==> src/rtl/keypad_number_entry.sv <==
// Scanned 4x4 keypad reader: debounced key presses build a decimal entry 0..999, latched by '#'.
// Build option: define KEYPAD_BACKSPACE_EN to make '*' a backspace; otherwise '*' clears the entry.
module keypad_number_entry #(
    parameter int SCAN_DIV = 1000,
    parameter int DEBOUNCE = 4
) (
    input  logic       clk,
    input  logic       rst_n,
    input  logic [3:0] ROW,
    output logic [3:0] COL,
    output logic [9:0] entry,
    output logic [1:0] digits,
    output logic [9:0] number,
    output logic       number_valid,
    output logic       key_event,
    output logic [3:0] key_code,
    output logic [1:0] dbg_state
);

    localparam int DW = (SCAN_DIV > 1) ? $clog2(SCAN_DIV) : 1;
    localparam int CW = $clog2(DEBOUNCE + 1);
    localparam logic [3:0] KEY_STAR  = 4'd12;
    localparam logic [3:0] KEY_ENTER = 4'd14;

    typedef enum logic [1:0] {
        S_IDLE,
        S_PRESS_Q,
        S_HELD,
        S_REL_Q
    } state_t;

    logic [DW-1:0] scan_cnt;
    logic [1:0]    col_idx;
    logic [3:0]    row_meta;
    logic [3:0]    row_sync;
    logic [15:0]   pressed_mask;
    logic [15:0]   mask_next;
    logic          sweep_done;
    logic          dwell_end;

    logic [4:0]    n_set;
    logic [3:0]    single_code;
    logic          is_none;
    logic          is_single;

    state_t        state, state_n;
    logic [3:0]    cand, cand_n;
    logic [CW-1:0] cnt, cnt_n;
    logic          fire;

    logic          is_digit;
    logic [3:0]    digit_val;
    logic [9:0]    entry_x10;

    assign dwell_end = (scan_cnt == DW'(SCAN_DIV - 1));
    assign dbg_state = state;

    // Each column owns four bits of the mask; only the active column's bits are refreshed.
    always_comb begin
        mask_next = pressed_mask;
        for (int r = 0; r < 4; r++) begin
            mask_next[{2'(r), col_idx}] = ~row_sync[r];
        end
    end

    always_ff @(posedge clk or negedge rst_n) begin
        if (!rst_n) begin
            scan_cnt     <= '0;
            col_idx      <= 2'd0;
            COL          <= 4'b1110;
            row_meta     <= 4'hF;
            row_sync     <= 4'hF;
            pressed_mask <= '0;
            sweep_done   <= 1'b0;
        end else begin
            row_meta   <= ROW;
            row_sync   <= row_meta;
            sweep_done <= dwell_end && (col_idx == 2'd3);
            if (dwell_end) begin
                scan_cnt     <= '0;
                col_idx      <= col_idx + 2'd1;
                COL          <= {COL[2:0], COL[3]};
                pressed_mask <= mask_next;
            end else begin
                scan_cnt <= scan_cnt + DW'(1);
            end
        end
    end

    always_comb begin
        n_set       = '0;
        single_code = '0;
        for (int i = 0; i < 16; i++) begin
            if (pressed_mask[i]) begin
                n_set       = n_set + 5'd1;
                single_code = 4'(i);
            end
        end
    end

    assign is_none   = (n_set == 5'd0);
    assign is_single = (n_set == 5'd1);

    always_ff @(posedge clk or negedge rst_n) begin
        if (!rst_n) begin
            state <= S_IDLE;
            cand  <= '0;
            cnt   <= '0;
        end else begin
            state <= state_n;
            cand  <= cand_n;
            cnt   <= cnt_n;
        end
    end

    // MULTI sweeps are neither a key nor a release: they abort qualification but keep a held key held.
    always_comb begin
        state_n = state;
        cand_n  = cand;
        cnt_n   = cnt;
        fire    = 1'b0;
        if (sweep_done) begin
            case (state)
                S_IDLE: begin
                    if (is_single) begin
                        cand_n = single_code;
                        if (DEBOUNCE == 1) begin
                            state_n = S_HELD;
                            fire    = 1'b1;
                        end else begin
                            state_n = S_PRESS_Q;
                            cnt_n   = CW'(1);
                        end
                    end
                end
                S_PRESS_Q: begin
                    if (is_single && (single_code == cand)) begin
                        if (cnt == CW'(DEBOUNCE - 1)) begin
                            state_n = S_HELD;
                            fire    = 1'b1;
                        end else begin
                            cnt_n = cnt + CW'(1);
                        end
                    end else if (is_single) begin
                        cand_n = single_code;
                        cnt_n  = CW'(1);
                    end else begin
                        state_n = S_IDLE;
                    end
                end
                S_HELD: begin
                    if (is_none) begin
                        if (DEBOUNCE == 1) begin
                            state_n = S_IDLE;
                        end else begin
                            state_n = S_REL_Q;
                            cnt_n   = CW'(1);
                        end
                    end
                end
                S_REL_Q: begin
                    if (is_none) begin
                        if (cnt == CW'(DEBOUNCE - 1)) begin
                            state_n = S_IDLE;
                        end else begin
                            cnt_n = cnt + CW'(1);
                        end
                    end else begin
                        state_n = S_HELD;
                    end
                end
                default: state_n = S_IDLE;
            endcase
        end
    end

    always_comb begin
        is_digit  = 1'b1;
        digit_val = 4'd0;
        case (single_code)
            4'd0:    digit_val = 4'd1;
            4'd1:    digit_val = 4'd2;
            4'd2:    digit_val = 4'd3;
            4'd4:    digit_val = 4'd4;
            4'd5:    digit_val = 4'd5;
            4'd6:    digit_val = 4'd6;
            4'd8:    digit_val = 4'd7;
            4'd9:    digit_val = 4'd8;
            4'd10:   digit_val = 4'd9;
            4'd13:   digit_val = 4'd0;
            default: is_digit  = 1'b0;
        endcase
    end

    // With at most two digits present entry <= 99, so x10 + d stays within 10 bits.
    assign entry_x10 = {entry[6:0], 3'b000} + {entry[8:0], 1'b0};

    always_ff @(posedge clk or negedge rst_n) begin
        if (!rst_n) begin
            entry        <= '0;
            digits       <= '0;
            number       <= '0;
            number_valid <= 1'b0;
            key_event    <= 1'b0;
            key_code     <= '0;
        end else begin
            key_event    <= fire;
            number_valid <= 1'b0;
            if (fire) begin
                key_code <= single_code;
                if (is_digit) begin
                    if (digits != 2'd3) begin
                        entry  <= entry_x10 + {6'd0, digit_val};
                        digits <= digits + 2'd1;
                    end
                end else if (single_code == KEY_ENTER) begin
                    if (digits != 2'd0) begin
                        number       <= entry;
                        number_valid <= 1'b1;
                        entry        <= '0;
                        digits       <= '0;
                    end
                end else if (single_code == KEY_STAR) begin
`ifdef KEYPAD_BACKSPACE_EN
                    if (digits != 2'd0) begin
                        entry  <= entry / 10'd10;
                        digits <= digits - 2'd1;
                    end
`else
                    entry  <= '0;
                    digits <= '0;
`endif
                end
            end
        end
    end

endmodule

==> config.mk <==
export PLATFORM = sky130hd
export DESIGN_NAME = keypad_number_entry
export DESIGN_NICKNAME = d
export VERILOG_FILES = /design/src/rtl/keypad_number_entry.sv
export SDC_FILE = /design/constraint.sdc
export NUM_CORES = 1
export LEC_CHECK = 0
export CORE_UTILIZATION = 40
export DETAILED_ROUTE_END_ITERATION = 12
export PLACE_DENSITY_LB_ADDON = 0.12
export SLEW_MARGIN = 20
export SYNTH_ARGS = -nofsm -noshare
export SYNTH_HDL_FRONTEND = slang
export SYNTH_SLANG_ARGS = --single-unit
==> constraint.sdc <==
create_clock -name clk -period 15 [get_ports clk]
set_input_delay 3 -clock clk [delete_from_list [all_inputs] [get_ports clk]]
set_output_delay 3 -clock clk [all_outputs]
set_load 0.01 [all_outputs]
==> results of run 1 <==
flip-flops by register name, indices dropped and copies added, names as in the netlist, 3 cells and up:
register      count
pressed_mask     16
scan_cnt         10
cnt               3
COL               4
key_code          4
number           10
row_sync          4
cand              4
entry            10
row_meta          4
cells by family after synthesis:
group           count (synthesis)
mux                            44
compound gates                128
fa+ha+maj                      39
xor+xnor                       71
flops                          78
buf+inv                        51
simple gates                  195
layout make-up:
type,count,area (µm²),share of cell area [%]
clock buffer,9,225,3.40
clock inverter,7,72.6,1.10
inverter,27,101,1.53
multi-input combinational,477,3630,54.8
sequential,78,1970,29.7
tap,180,225,3.40
timing repair buffer,40,399,6.03
where the power goes:
group	leakage, nW	internal [mW]	switching (mW)
combinational	1.88	0.00116	0.00405
sequential	1.04	0.212	0.000655
clock	0.142	0.129	0.0896
total	3.05	0.343	0.0943
worst paths after layout:
path	to	slack [ns]	depth (start not counted)
worst min-delay path	row_sync[0]	0.35	0
max in group asynchronous	pressed_mask[0]	11.81	1
worst max register to register	digits[0]	4.52	46
worst max-delay path	digits[0]	4.52	46
min in group asynchronous	cnt[0]	2.66	1
worst min register to register	row_sync[0]	0.35	0
cells in the final DEF (no fill, tap or decap), types with 3 or more instances in the layout:
cell             count
xnor2_1             41
xor2_1              17
inv_1               27
and2_1               4
nand2_1             62
clkbuf_16            9
nor4_1               4
o211ai_1             3
o31ai_1              7
mux2i_1              7
mux2_2              28
dfstp_2             11
a21boi_0             3
xnor3_1              7
o21bai_1             5
mux2_1               9
nand3_1             21
or4_1                3
a211oi_1             5
o31a_1               5
nand4_1              3
nor2b_1             11
o21a_1               4
dfrtp_1             67
o21ai_0             38
clkdlybuf4s50_1     38
nor2_1              43
nor3_1              11
ha_1                37
a21o_1               5
and3_1               9
or3_1                3
a21oi_1             26
nand2b_1             6
nor3b_1              3
per-layer routing:
| layer | up-vias | global-route usage, % |
|---|---|---|
| met2 | 65 | 27.4 |
| met4 | 0 | 6.86 |
| li1 | 2204 | - |
| met5 | - | 0 |
| met3 | 15 | 3.16 |
| met1 | 2066 | 22.5 |
stage by stage:
step	std cells	util, %	area, µm²	hold WS [ns]
CTS	818	47.1	6620	0.356
detailed placement	802	45.0	6320	0.348
global placement	802	45.0	6320	0.345
floorplan	606	-	5800	0.345
global route	818	47.1	6620	0.360
finish	818	47.1	6620	0.354
==> run_results.csv, run 1 <==
group,metric,value,unit
worst_setup_path,start_kind,"register",
timing,worst_pin_slew,0.844,ns
synthesis,synth_edf_count,0,
cts,cts_tree,"built",
placed_design,hpwl,8.70,mm
synthesis,synth_commonest_cells,"dfrtp_1 (67), nand2_1 (62), nor2_1 (43), xnor2_1 (41), o21ai_0 (38)",
pwr,power.density,66.0,nW/µm²
routing,routed_via_density,5.32,
synthesis,synthAdderAreaFrac,8.67,%
synthesis,synthMuxAreaShare,8.39,%
cts,clockBufferDepth,2,
cts,insertion_delay,0.34,ns
pwr,p_leak,3.05,nW
floorplanning,fp.dieW,122,µm
grt,grt_max_degree,79,
worst_setup_path,worstSetupPathType,"reg -> reg",
hold_path,worstHoldStart,"row_meta[0]",
routing,top_layer,"met4",
synthesis,yosysUniqueCellTypes,73,
final_layout,syn_to_final_growth,14.1,%
worst_setup_path,cpPeakStageDelay,0.82,ns
routing,first_iter_violations,213,
grt,grt_first_pass_wirelength,20.3,mm
final_layout,nets,678,
grt,grt_usage,17.0,%
synthesis,yosysSeqAreaShare,33.9,%
synthesis,syn_avg_cell_area,9.58,µm²
timing,slew_violations,0,
floorplanning,core,14000,µm²
routing,wl_met2,5.47,mm
synthesis,synthSimpleGateAreaFrac,17.0,%
worst_setup_path,cp_top_family,"adder cells",
hold_path,hold_class,"reg -> reg",
floorplanning,row_count,43,
routing,dr.pass1.iters,5,
routing,vias,4350,
placed_design,io_buffer_count,39,
timing,hold_violations,0,
synthesis,yosysMostFrequentCell,"dfrtp_1",
routing,routed_wl,11.7,mm
worst_setup_path,arrival,10.71,ns
job,maxCapViolCount,0,
synthesis,synth_top_family_by_area,"simple AND/OR/NAND/NOR gates",
routing,wl_per_cell,14.3,µm
cts,clk_pin_slew,0.06,ns
timing,finalSetupViolCount,0,
synthesis,synth.largest_area_cell,"dfrtp_1",
final_layout,diodes,0,
floorplanning,io_pins,40,
synthesis,synth_cells,606,
cts,htreeDepth,3,
worst_setup_path,crit_start,"pressed_mask[1]",
routing,drc,0,
cts,hold_buffers,0,
worst_setup_path,end_kind,"register",
synthesis,syn-num-nets,651,
floorplanning,initial_core_util,41.3,%
worst_setup_path,timing.rr.start,"pressed_mask[1]",
floorplanning,dieHeight,122,µm
synthesis,synth-seq-cells,78,
timing,period_minus_slack,10.48,ns
grt,grt_pass1_vias,4347,
timing,tns,0,ns
routing,wl_met1,5.72,mm
synthesis,synth_compound_area_share,14.6,%
timing,min_period_over_period,69.9,%
pwr,vdd.ir_drop.worst,60.3,µV
cts,cts_buffers,9,
run_status,status,"finished, final reports clean",
cts,cts_sinks,78,
grt,antenna_found_initial,0,
routing,drtAntennaViolNets,0,
worst_setup_path,cp.buffers_inverters,3,
synthesis,ys_async_sr_fraction,100,%
synthesis,synth_xor_xnor_area_share,13.9,%
worst_setup_path,cp.required,15.23,ns
timing,final.setup_skew,0.00675,ns
cts,cts_resized,0,
pwr,p_total,0.437,mW
synthesis,synth_top_area_share,28.9,%
worst_setup_path,cp_slowest_cell,"nor4b_4",
grt,overflow,0,
worst_setup_path,path_max_fanout,12,
placed_design,preCtsSetupSlack,4.50,ns
synthesis,syn_area,5800,µm²
synthesis,synth_flop_cell,"dfrtp_1",
placed_design,routabilityCongestion,0.805,
cts,cts_setup_buffers,0,
synthesis,synth_warnings,0,
worst_setup_path,crit_top_cell,"ha_1",
cts,cts_root_buffer,"clkbuf_16",
timing,clock.fmax,0.0954,GHz
floorplanning,die-area,15000,µm²
final_layout,drive_gt1_share,11.4,%
final_layout,fillers,1348,
timing,setup_slack,4.52,ns
timing,rsz0062_at_grt,"no",
synthesis,synth.area.top_cells,"dfrtp_1 (29%), ha_1 (8.0%), xnor2_1 (6.2%)",
timing,maxSlewHeadroom,43.5,%
routing,routed-wl-met3,337,µm
Note: power is estimated with default switching activity, not from simulation.
==> inputs of run 2 (changes only) <==
- clock period: 15 -> 10.6 ns (I/O delays scaled with it)
==> run 2 against run 1 <==
Against the previous run: core utilization rose by 0.60 points; cell area is 1.3% higher; critical path depth is the same; routed wire length grew 1.9%; global-route usage grew 0.062 points; cell count increased by 0.73%; sequential share of layout area down 0.37 points; sequential power up 42%; fmax rose by 6.1%; power up 42%; clock skew up 0.0019 ns; combinational power grew 66%; largest power group unchanged.
==> run_results.csv, run 2 (synthesis results as in run 1) <==
group,metric,value,unit
run_status,status,"finished, final reports clean",
worst_setup_path,cp.required,10.81,ns
floorplanning,fp.dieW,122,µm
timing,finalSetupViolCount,0,
routing,routed_via_density,5.38,
cts,cts_sinks,78,
final_layout,drive_gt1_share,12.6,%
final_layout,final_cell_mix,"dfrtp_1 (67), nand2_1 (61), nor2_1 (43), xnor2_1 (41), clkdlybuf4s50_1 (38)",
worst_setup_path,arrival,10.09,ns
floorplanning,initial_core_util,41.3,%
pwr,vdd.ir_drop.worst,81.3,µV
final_layout,diodes,0,
worst_setup_path,worstSetupPathType,"reg -> reg",
routing,routed_wl,11.9,mm
floorplanning,die-area,15000,µm²
placed_design,hpwl,8.77,mm
timing,final.setup_skew,0.00866,ns
pwr,p_leak,3.10,nW
cts,clk_pin_slew,0.06,ns
cts,cts_root_buffer,"clkbuf_16",
timing,hold-worst-slack,0.354,ns
timing,clock.fmax,0.101,GHz
grt,grt_max_degree,79,
routing,drc,0,
worst_setup_path,start_kind,"register",
final_layout,final_cells,824,
final_layout,nets,684,
final_layout,finalInstanceArea,6700,µm²
final_layout,syn_to_final_growth,15.5,%
timing,worst_pin_slew,0.705,ns
worst_setup_path,cp_slowest_cell,"xnor3_2",
timing,period_minus_slack,9.88,ns
grt,grt_first_pass_wirelength,20.5,mm
cts,insertion_delay,0.33,ns
placed_design,dp_cells,803,
routing,wl_per_cell,14.5,µm
hold_path,hold_class,"reg -> reg",
floorplanning,core,14000,µm²
final_layout,largest-register,"pressed_mask",
final_layout,largest_reg_flops,16,
worst_setup_path,path_max_fanout,12,
cts,cts_tree,"built",
grt,grt_pass1_vias,4328,
floorplanning,dieHeight,122,µm
cts,clockBufferDepth,2,
timing,maxSlewHeadroom,52.8,%
final_layout,fillers,1329,
routing,dr.pass1.iters,4,
floorplanning,io_pins,40,
timing,min_period_over_period,93.2,%
timing,slew_violations,0,
routing,vias,4433,
placed_design,placed_area,6330,µm²
worst_setup_path,crit_cells,46,
final_layout,final_common_cell,"dfrtp_1",
placed_design,routabilityCongestion,0.800,
worst_setup_path,worstRegToRegCells,46,
floorplanning,row_count,43,
cts,htreeDepth,3,
worst_setup_path,cp_top_family,"adder cells",
grt,antenna_found_initial,0,
pwr,p_total,0.620,mW
grt,overflow,0,
hold_path,hold_depth,0,
job,maxCapViolCount,0,
routing,first_iter_violations,166,
worst_setup_path,cp.buffers_inverters,4,
final_layout,fin_util,47.7,%
timing,hold_violations,0,
cts,cts_buffers,9,
placed_design,io_buffer_count,39,
worst_setup_path,cpPeakStageDelay,0.48,ns
routing,drtAntennaViolNets,0,
worst_setup_path,crit_top_cell,"ha_1",
worst_setup_path,end_kind,"register",
grt,grt_usage,17.1,%
pwr,power.density,92.5,nW/µm²
-- run 2: area by class of cell --
cell class                 instances  area, µm²  share of cell area [%]
clock buffer                      13        260                    3.88
timing repair buffer              46        464                    6.92
clock inverter                     3       42.5                   0.635
multi-input combinational        477       3640                    54.4
sequential                        78       1970                    29.3
inverter                          27        101                    1.51
tap                              180        225                    3.36
-- run 2: metal layers --
| layer | up-vias | part of all wire [%] | track usage, % |
|---|---|---|---|
| met2 | 70 | 48 | 28.4 |
| met4 | 0 | 1.4 | 5.64 |
| met3 | 13 | 2.9 | 3.21 |
| met1 | 2136 | 48 | 22.4 |
| li1 | 2214 | - | - |
| met5 | - | 0 | 0 |
-- run 2: worst paths after layout --
path | end | from | slack, ns
min in group asynchronous | cnt[2] | rst_n | 1.68
setup / recovery | entry[4] | pressed_mask[1] | 0.72
hold reg to reg | row_sync[3] | row_meta[3] | 0.35
setup reg to reg | entry[4] | pressed_mask[1] | 0.72
max in group asynchronous | COL[1] | rst_n | 8.27
hold / removal | row_sync[3] | row_meta[3] | 0.35
-- run 2: stage by stage --
stage               TNS [ns]  setup slack, ns
floorplan                  0             1.35
CTS                        0            0.304
detailed placement         0            0.332
global placement           0            0.863
global route          -0.135          -0.0321
finish                     0            0.725
-- run 2: worst register-to-register path, delay by kind of cell (launching register included) --
kind | cells | cell delay, ns
adders and majority gates | 13 | 3.82
and+or+nand+nor | 11 | 1.54
AOI/OAI and AO/OA | 9 | 1.35
muxes | 5 | 1.23
xor gates and xnor gates | 4 | 1.12
DFF | 1 | 0.38
buffers and inverters | 4 | 0.34
-- run 2: timing repair --
item / in CTS / in global routing
setup buffers: 0 / 4
gates resized for setup: 0 / 6
setup endpoints to repair: 0 / 32
hold buffers: 0 / 0
-- run 2: report_power, final --
part | internal, mW | switching, mW | leakage (nW) | total, mW
registers | 0.301 | 0.000892 | 1.04 | 0.302
clock network | 0.195 | 0.115 | 0.146 | 0.310
logic | 0.00257 | 0.00607 | 1.91 | 0.00864
total | 0.498 | 0.122 | 3.10 | 0.620
